File: config.mk
export PLATFORM = sky130hd
export DESIGN_NAME = updown_count
export DESIGN_NICKNAME = d
export VERILOG_FILES = /design/src/rtl/updown_count.sv
export SDC_FILE = /design/constraint.sdc
export NUM_CORES = 1
export LEC_CHECK = 0
export BUFFER_PORTS_ARGS = -buffer_cell sky130_fd_sc_hd__buf_2
export CORE_MARGIN = 5
export CORE_UTILIZATION = 57
export DETAILED_ROUTE_END_ITERATION = 8
export PLACE_DENSITY = 0.83
export SYNTH_ARGS = -nofsm -noshare
export SYNTH_HDL_FRONTEND = slang
export SYNTH_SLANG_ARGS = --single-unit
export TNS_END_PERCENT = 30
File: constraint.sdc
create_clock -name clk -period 2.2 [get_ports clk]
set_clock_uncertainty 0.15 [all_clocks]
set_input_delay 0 -clock clk [delete_from_list [all_inputs] [get_ports clk]]
set_output_delay 0 -clock clk [all_outputs]
set_load 0.02 [all_outputs]
File: src/rtl/updown_count.sv
// Synchronous WIDTH-bit up/down counter with enable.
// The count register drives out_data directly, so no input reaches the output combinationally.
module updown_count #(
    parameter int unsigned WIDTH = 16
) (
    input  logic             clk,
    input  logic             reset,
    input  logic             en,
    input  logic             up,
    output logic [WIDTH-1:0] out_data
);

    logic [WIDTH-1:0] r_count;
    logic [WIDTH-1:0] w_count_next;

    // Unsigned modulo-2^WIDTH stepping; wrap in both directions is intentional.
    always_comb begin
        w_count_next = r_count;
        if (en) begin
            if (up) begin
                w_count_next = r_count + WIDTH'(1);
            end else begin
                w_count_next = r_count - WIDTH'(1);
            end
        end
    end

    always_ff @(posedge clk) begin
        if (reset) begin
            r_count <= '0;
        end else begin
            r_count <= w_count_next;
        end
    end

    assign out_data = r_count;

endmodule

==> results.md, run 1 <==
- Status: complete, no violations
- H-tree lvl count: 1
- Ratio of total power to cell area: 712.7 nW/um2
- Number of buffers between clock root and the deepest sink: 2
- Count of placed standard cells in the final layout, fillers left out: 231
- Warnings, synthesis: 0
- TritonCTS clock tree: yes
- Final cycle utilization of the critical path: 98.07%
- Buffers inserted during post-CTS setup optimization: 0
- Post-layout nets: 221
- Global-route wire length before repair: 6.327 mm
- Number of enable flip-flop cells after synthesis: 0
- Area used by sequential logic in the layout: 321.6 um2
- Detailed-route wire length per cell: 16.43 um
- Pleak: 0.7358 nW
- Initial standard-cell utilization of the core: 57.84%
- Congestion Overflow GR: 0
- Detailed-route DRC error count: 0
- Clock latency reported for the late side of the worst-skew pair: 0.31 ns
- Pre-Repair DR Iteration Count: 4
- #FFs+latches synth: 16
- Area of the multi-input gates: 1033 um2
- Largest net degree at the start of global routing: 20
- Count of antenna diodes in the layout: 0
- CP Launch Type: flip-flop
- MaxCap Viol Count: 0
- Synthesis-to-finish area growth: 16.07%
- Final design instance area without fill: 1618 um2
- Final Wtd Congestion: 0.9063
- Final hold viol count: 0
- Final-report setup violation count: 0
- Critical Path End Type: flip-flop
- Placed Cells incl. Taps: 224
- Logic depth of the worst register-to-register path: 6
- Netlist Area Pre-Place: 1394 um2
- Port bufs: 19
- Vias per cell: 6.606
- Syn Nets: 199
- Least-Margin Pin Slew: 0.3853 ns
- Iter 0 DRT Violations: 83
- Critical path peak fanout: 4
- Dpl cell area: 1526 um2
- Floorplan die width: 59.45 um
- Cts bufs inserted: 3
- Root buffer cell: sky130_fd_sc_hd__clkbuf_4
- Filler instances: 199
- Clock slew at reported path FFs: 0.12 ns
- Peak VDD IR: 0.6161 mV
- DP HPWL: 2.762 mm
- Final setup slack of the worst path: 0.04252 ns
- Area share of the largest cell type after synthesis: 22.98%
- Count of vias placed by the detailed router: 1,526
- Per-instance average area after synthesis: 7.744 um2
- Number of cells produced by synthesis: 180
- Kind of critical path: flip-flop to flip-flop
- Global-route usage over all layers: 22.91%
- Slew HR: 74.04%
- Count of cell types in the netlist: 50
- Initial antenna violation count: 0
- Arrival time reported for the critical path endpoint: 2.27 ns
- Tightest Hold Check Type: input port to flip-flop
- Largest cells by area after synthesis: sky130_fd_sc_hd__dfxtp_1 23%, sky130_fd_sc_hd__ha_1 13%, sky130_fd_sc_hd__a21oi_1 5.0%, sky130_fd_sc_hd__a211oi_1 4.3%, sky130_fd_sc_hd__a21o_1 3.8%
- Final number of max-transition violations: 0
- Num ports: 20
- Drt total wl: 3.796 mm
- Via count of the first global-routing pass: 1,480
- Chip height: 59.45 um
- Hold Path Stages: 4
- Number of flip-flops in the largest register: 16
- Die Area: 3534 um2
- Max Freq: 0.4635 GHz
- Series of cell instances along the critical path: ha_1 > a211o_1 > a21o_1 > o21a_1 > or4_1 > nand3_1
- Leading area contributor after synthesis: sky130_fd_sc_hd__dfxtp_1
- Worst Path Required: 2.31 ns
- Sequential share of the synthesized area: 22.98%
- Number of core rows: 18
- Share of flip-flops with an asynchronous set or reset after synthesis: 0%
- Worst slack at placement: 0.03432 ns
- Antenna-violating nets left: 0
- Standard cell with the maximum stage delay on the critical path: sky130_fd_sc_hd__or4_1
- Stage delay of the slowest cell on the critical path: 0.51 ns
- Layout cells sized above 1: 18.41%
- Core region area: 2410 um2
- Commonest register cell after synthesis: sky130_fd_sc_hd__dfxtp_1
- Tmin final: 2.157 ns
- Clock sink count: 16
-- cell usage in the layout, fill, tap and decap left out, drive strengths merged, types with 5 or more instances in the layout --
cell | synthesis | layout
a21oi | 14 | 14
nor2 | 14 | 14
a211oi | 8 | 8
nand2 | 13 | 13
a21o | 7 | 7
o21a | 6 | 6
buf | 1 | 24
o21ai | 10 | 10
inv | 7 | 7
nor3 | 5 | 5
dfxtp | 16 | 16
nand3 | 5 | 5
ha | 14 | 14
-- metal layers --
layer | global-route usage, % | up-vias | share of wire (%)
met5 | 0 | - | 0
met4 | 13.27 | 0 | 3.6
met3 | 3.268 | 17 | 6.3
li1 | - | 736 | -
met2 | 39.78 | 63 | 49
met1 | 26.39 | 710 | 41
-- final cells by class --
| class | instances | share of cell area (%) |
|---|---|---|
| Multi-Input combinational cell | 147 | 63.88 |
| Sequential cell | 16 | 19.88 |
| Clock buffer | 4 | 2.243 |
| Timing Repair Buffer | 27 | 10.05 |
| Inverter | 7 | 1.624 |
| Tap cell | 30 | 2.320 |
-- final timing paths --
kind | start | slack [ns] | to
setup / recovery | out_data[1] | 0.04 | out_data[13]
setup reg to reg | out_data[1] | 0.04 | out_data[13]
hold / removal | up | 0.04 | out_data[15]
hold reg to reg | out_data[1] | 0.36 | out_data[1]
-- Yosys cell counts (2+ instances only) --
library cell / count
sky130_fd_sc_hd__nor4_1: 2
sky130_fd_sc_hd__nor3b_1: 2
sky130_fd_sc_hd__a211oi_1: 8
sky130_fd_sc_hd__nor2_1: 14
sky130_fd_sc_hd__dfxtp_1: 16
sky130_fd_sc_hd__nor3_1: 5
sky130_fd_sc_hd__or3_1: 3
sky130_fd_sc_hd__o211ai_1: 3
sky130_fd_sc_hd__a311o_1: 2
sky130_fd_sc_hd__and3_1: 4
sky130_fd_sc_hd__a21oi_1: 14
sky130_fd_sc_hd__or4_1: 2
sky130_fd_sc_hd__and4_1: 2
sky130_fd_sc_hd__nand4_1: 3
sky130_fd_sc_hd__o21ai_0: 8
sky130_fd_sc_hd__o21ai_1: 2
sky130_fd_sc_hd__nor2b_1: 4
sky130_fd_sc_hd__a21o_1: 7
sky130_fd_sc_hd__o21a_1: 5
sky130_fd_sc_hd__nand3_1: 5
sky130_fd_sc_hd__ha_1: 14
sky130_fd_sc_hd__inv_1: 6
sky130_fd_sc_hd__nand2_1: 13
sky130_fd_sc_hd__xnor2_1: 2
sky130_fd_sc_hd__clkbuf_1: 9
-- per-stage QoR --
stage,power (W),hold slack (ns),util (%),TNS [ns]
final,0.001153,0.04118,67.13,0
after global routing,0.001226,0.07269,67.13,-0.03056
after CTS,0.001125,0.03914,66.15,0
after detailed placement,0.0009147,0.2277,63.34,0
after global placement,0.0008921,0.2214,63.34,0
after floorplan,0.0007693,0.1012,-,0
-- where the power goes --
part	leakage, nW	internal (W)	switching [W]	total [W]
combinational	0.582	0.000225	0.000345	0.000571
sequential	0.133	0.000335	0.0000364	0.000371
clock	0.0210	0.000101	0.000110	0.000211
total	0.736	0.000661	0.000492	0.00115
-- worst max-delay path, delay by kind of cell, from the launching register on --
family / cells / cell delay [ns]
AOI/OAI and AO/OA: 3 / 0.69
DFF: 1 / 0.35
and+or+nand+nor: 2 / 0.61
adders and majority gates: 1 / 0.29
-- cells by family after synthesis --
group	Yosys count	share of synthesized area (%)
fa+ha+maj	15	14.00
compound gates	66	32.86
buf+inv	17	4.577
flops	16	22.98
xor+xnor	3	1.885
mux	1	0.7182
simple gates	62	22.98
-- what timing repair did --
action	CTS	global route
gates cloned	0	0
pin swaps	0	1
hold endpoints to repair	7	0
gates resized for setup	1	6
endpoints found under the setup margin	1	6
hold buffers	3	0
Note: power is estimated with default switching activity, not from simulation.
==> run 2: changes to the inputs <==
--- a/config.mk
+++ b/config.mk
@@ -6,10 +6,10 @@
 export NUM_CORES = 1
 export LEC_CHECK = 0
 export BUFFER_PORTS_ARGS = -buffer_cell sky130_fd_sc_hd__buf_2
-export CORE_MARGIN = 5
-export CORE_UTILIZATION = 57
+export CORE_MARGIN = 4
+export CORE_UTILIZATION = 60
 export DETAILED_ROUTE_END_ITERATION = 8
-export PLACE_DENSITY = 0.83
+export PLACE_DENSITY = 0.87
 export SYNTH_ARGS = -nofsm -noshare
 export SYNTH_HDL_FRONTEND = slang
 export SYNTH_SLANG_ARGS = --single-unit
==> constraint.sdc (replaced) <==
create_clock -name clk -period 2.75 [get_ports clk]
set_clock_uncertainty 0.15 [all_clocks]
set_input_delay 0 -clock clk [delete_from_list [all_inputs] [get_ports clk]]
set_output_delay 0 -clock clk [all_outputs]
set_load 0.02 [all_outputs]
==> run 2 against run 1 <==
Net effect:
- hold slack better by 0.32 ns
- via count is 2.6% lower
- register-to-register slack better by 0.36 ns
- cell area is 3.6% lower
- combinational power is 25% lower
- global-route usage is 0.18 points higher
- final cell count is 2.6% lower
- clock power is 23% lower
- clock-buffer cell count stayed put
- flip-flop and latch count stayed put
- sequential power is 19% lower
- core utilization is 3.4 points higher
==> results.md, run 2 (synthesized netlist as in run 1, its figures left out) <==
- Status: complete, no violations
- Endpoint of the most critical register-to-register path: out_data[8]
- Arrival time reported for the critical path endpoint: 2.66 ns
- Congestion Overflow GR: 0
- Series of cell instances along the critical path: dlygate4sd3_1 > buf_2 > inv_1 > ha_1 > nor2b_1 > o31a_2 > o21ai_1 > a2111oi_0 > a311o_1
- Tightest Hold Check Type: flip-flop to flip-flop
- Highest metal layer with signal wires: met4
- Clock sink count: 16
- Count of placed standard cells in the final layout, fillers left out: 225
- Worst Path Required: 2.79 ns
- Crit-path leading delay family: compound AO/OA/AOI/OAI gates
- Global-route wire length before repair: 6.072 mm
- Logic depth of the worst register-to-register path: 7
- Ratio of total power to cell area: 570.2 nW/um2
- Startpoint of the worst-slack reg-to-reg timing path: out_data[0]
- Antenna-violating nets left: 0
- Buffers inserted during post-CTS setup optimization: 0
- Hold Path Stages: 2
- Least-Margin Pin Slew: 0.3981 ns
- Number of buffers between clock root and the deepest sink: 2
- Worst Hold Slack: 0.3600 ns
- Clock latency reported for the late side of the worst-skew pair: 0.29 ns
- Post-layout nets: 217
- TritonCTS clock tree: yes
- Final number of max-transition violations: 0
- Cts bufs inserted: 3
- Synthesis-to-finish area growth: 11.94%
- Worst slack at placement: 0.4229 ns
- CP Launch Type: input port
- Die Area: 3158 um2
- Number of gates on the worst path with buffers counted: 9
- Final-report setup violation count: 0
- Number of flip-flops in the largest register: 16
- Setup_tns: 0 ns
- Global-route usage over all layers: 23.09%
- Placed Cells incl. Taps: 218
- Iter 0 DRT Violations: 87
- Pre-Repair DR Iteration Count: 4
- Final hold viol count: 0
- Root buffer cell: sky130_fd_sc_hd__clkbuf_4
- Peak VDD IR: 0.3225 mV
- Num ports: 20
- Stage delay of the slowest cell on the critical path: 0.53 ns
- Setup crit end: out_data[8]
- Core region area: 2212 um2
- Initial antenna violation count: 0
- Standard cell with the maximum stage delay on the critical path: sky130_fd_sc_hd__dlygate4sd3_1
- DRT met1 WL: 1.589 mm
- DP HPWL: 2.678 mm
- Critical Path End Type: flip-flop
- Final setup slack of the worst path: 0.1324 ns
- Chip height: 56.20 um
- Max Freq: 0.3820 GHz
- Number of core rows: 17
- Detailed-route DRC error count: 0
- Tmin final: 2.618 ns
- Slew HR: 72.77%
- Vias per cell: 6.609
- Layout cells sized above 1: 14.21%
- Final Wtd Congestion: 0.9237
- Clock slew at reported path FFs: 0.11 ns
- Most common cell after layout, fill and taps aside: sky130_fd_sc_hd__buf_2
- Detailed-route wire length per cell: 15.96 um
- Routed length on met3: 194 um
- Largest net degree at the start of global routing: 20
- Port bufs: 19
- H-tree lvl count: 1
- Initial standard-cell utilization of the core: 63.01%
- Worst setup path start: up
- Drt total wl: 3.590 mm
- Register-to-register setup slack: 0.40 ns
- Final cycle utilization of the critical path: 95.18%
- Met2 WL post-DR: 1.713 mm
- Critical path peak fanout: 10
- MaxCap Viol Count: 0
- Floorplan die width: 56.20 um
- Count of antenna diodes in the layout: 0
- Crit path buffers/inverters: 3
- Commonest cells after routing, fill and taps aside: 19 x sky130_fd_sc_hd__buf_2, 16 x sky130_fd_sc_hd__dfxtp_1, 14 x sky130_fd_sc_hd__a21oi_1, 14 x sky130_fd_sc_hd__nor2_1, 14 x sky130_fd_sc_hd__ha_1
- Via count of the first global-routing pass: 1,398
- Pleak: 0.7124 nW
- RSZ-0062 raised after global routing: false
- Count of vias placed by the detailed router: 1,487
- Kind of critical path: input port to flip-flop
[run 2: where the power goes]
part           switching [W]  internal [W]
clock              0.0000810     0.0000806
combinational       0.000262      0.000166
sequential         0.0000325      0.000268
[run 2: worst min-delay path by stage]
stage	from	to	slack, ns
after floorplan	en	out_data[12]	0.10
after global placement	reset	out_data[0]	0.22
after detailed placement	reset	out_data[3]	0.24
after CTS	out_data[6]	out_data[6]	0.36
after global routing	out_data[6]	out_data[6]	0.41
final	out_data[6]	out_data[6]	0.36
[run 2: final cells by class]
type                            count  area (um2)
Clock buffer                        4       36.28
Fill cell                         197       651.9
Inverter                            7       26.28
Multi-Input combinational cell    147        1010
Sequential cell                    16       320.3
Tap cell                           28       35.03
Timing Repair Buffer               23       132.6
[run 2: layer usage]
metal / vias to the layer above / global-route usage, %
met1: 680 / 29.37
met4: 0 / 10.51
met5: - / 0
met3: 17 / 3.712
met2: 55 / 37.90
li1: 735 / -
[run 2: per-stage QoR]
| stage | util (%) | cell area, um2 | total power, W |
|---|---|---|---|
| 2_1_floorplan | - | 1394 | 0.0006154 |
| 3_3_place_gp | 67.53 | 1494 | 0.0007018 |
| 3_5_place_dp | 67.53 | 1494 | 0.0007198 |
| 4_1_cts | 70.53 | 1560 | 0.0008875 |
| 5_1_grt | 70.53 | 1560 | 0.0009501 |
| 6_report | 70.53 | 1560 | 0.0008897 |
[run 2: what timing repair did]
action,in CTS,in global routing
gates resized for setup,0,0
endpoints found under the hold margin,8,0
hold buffers,3,0
[run 2: tightest hold or removal path, cell delays in order (launching register included)]
cell and delay [ns]:
sky130_fd_sc_hd__dfxtp_1 0.34, sky130_fd_sc_hd__nand2_1 0.07, sky130_fd_sc_hd__o32ai_1 0.07
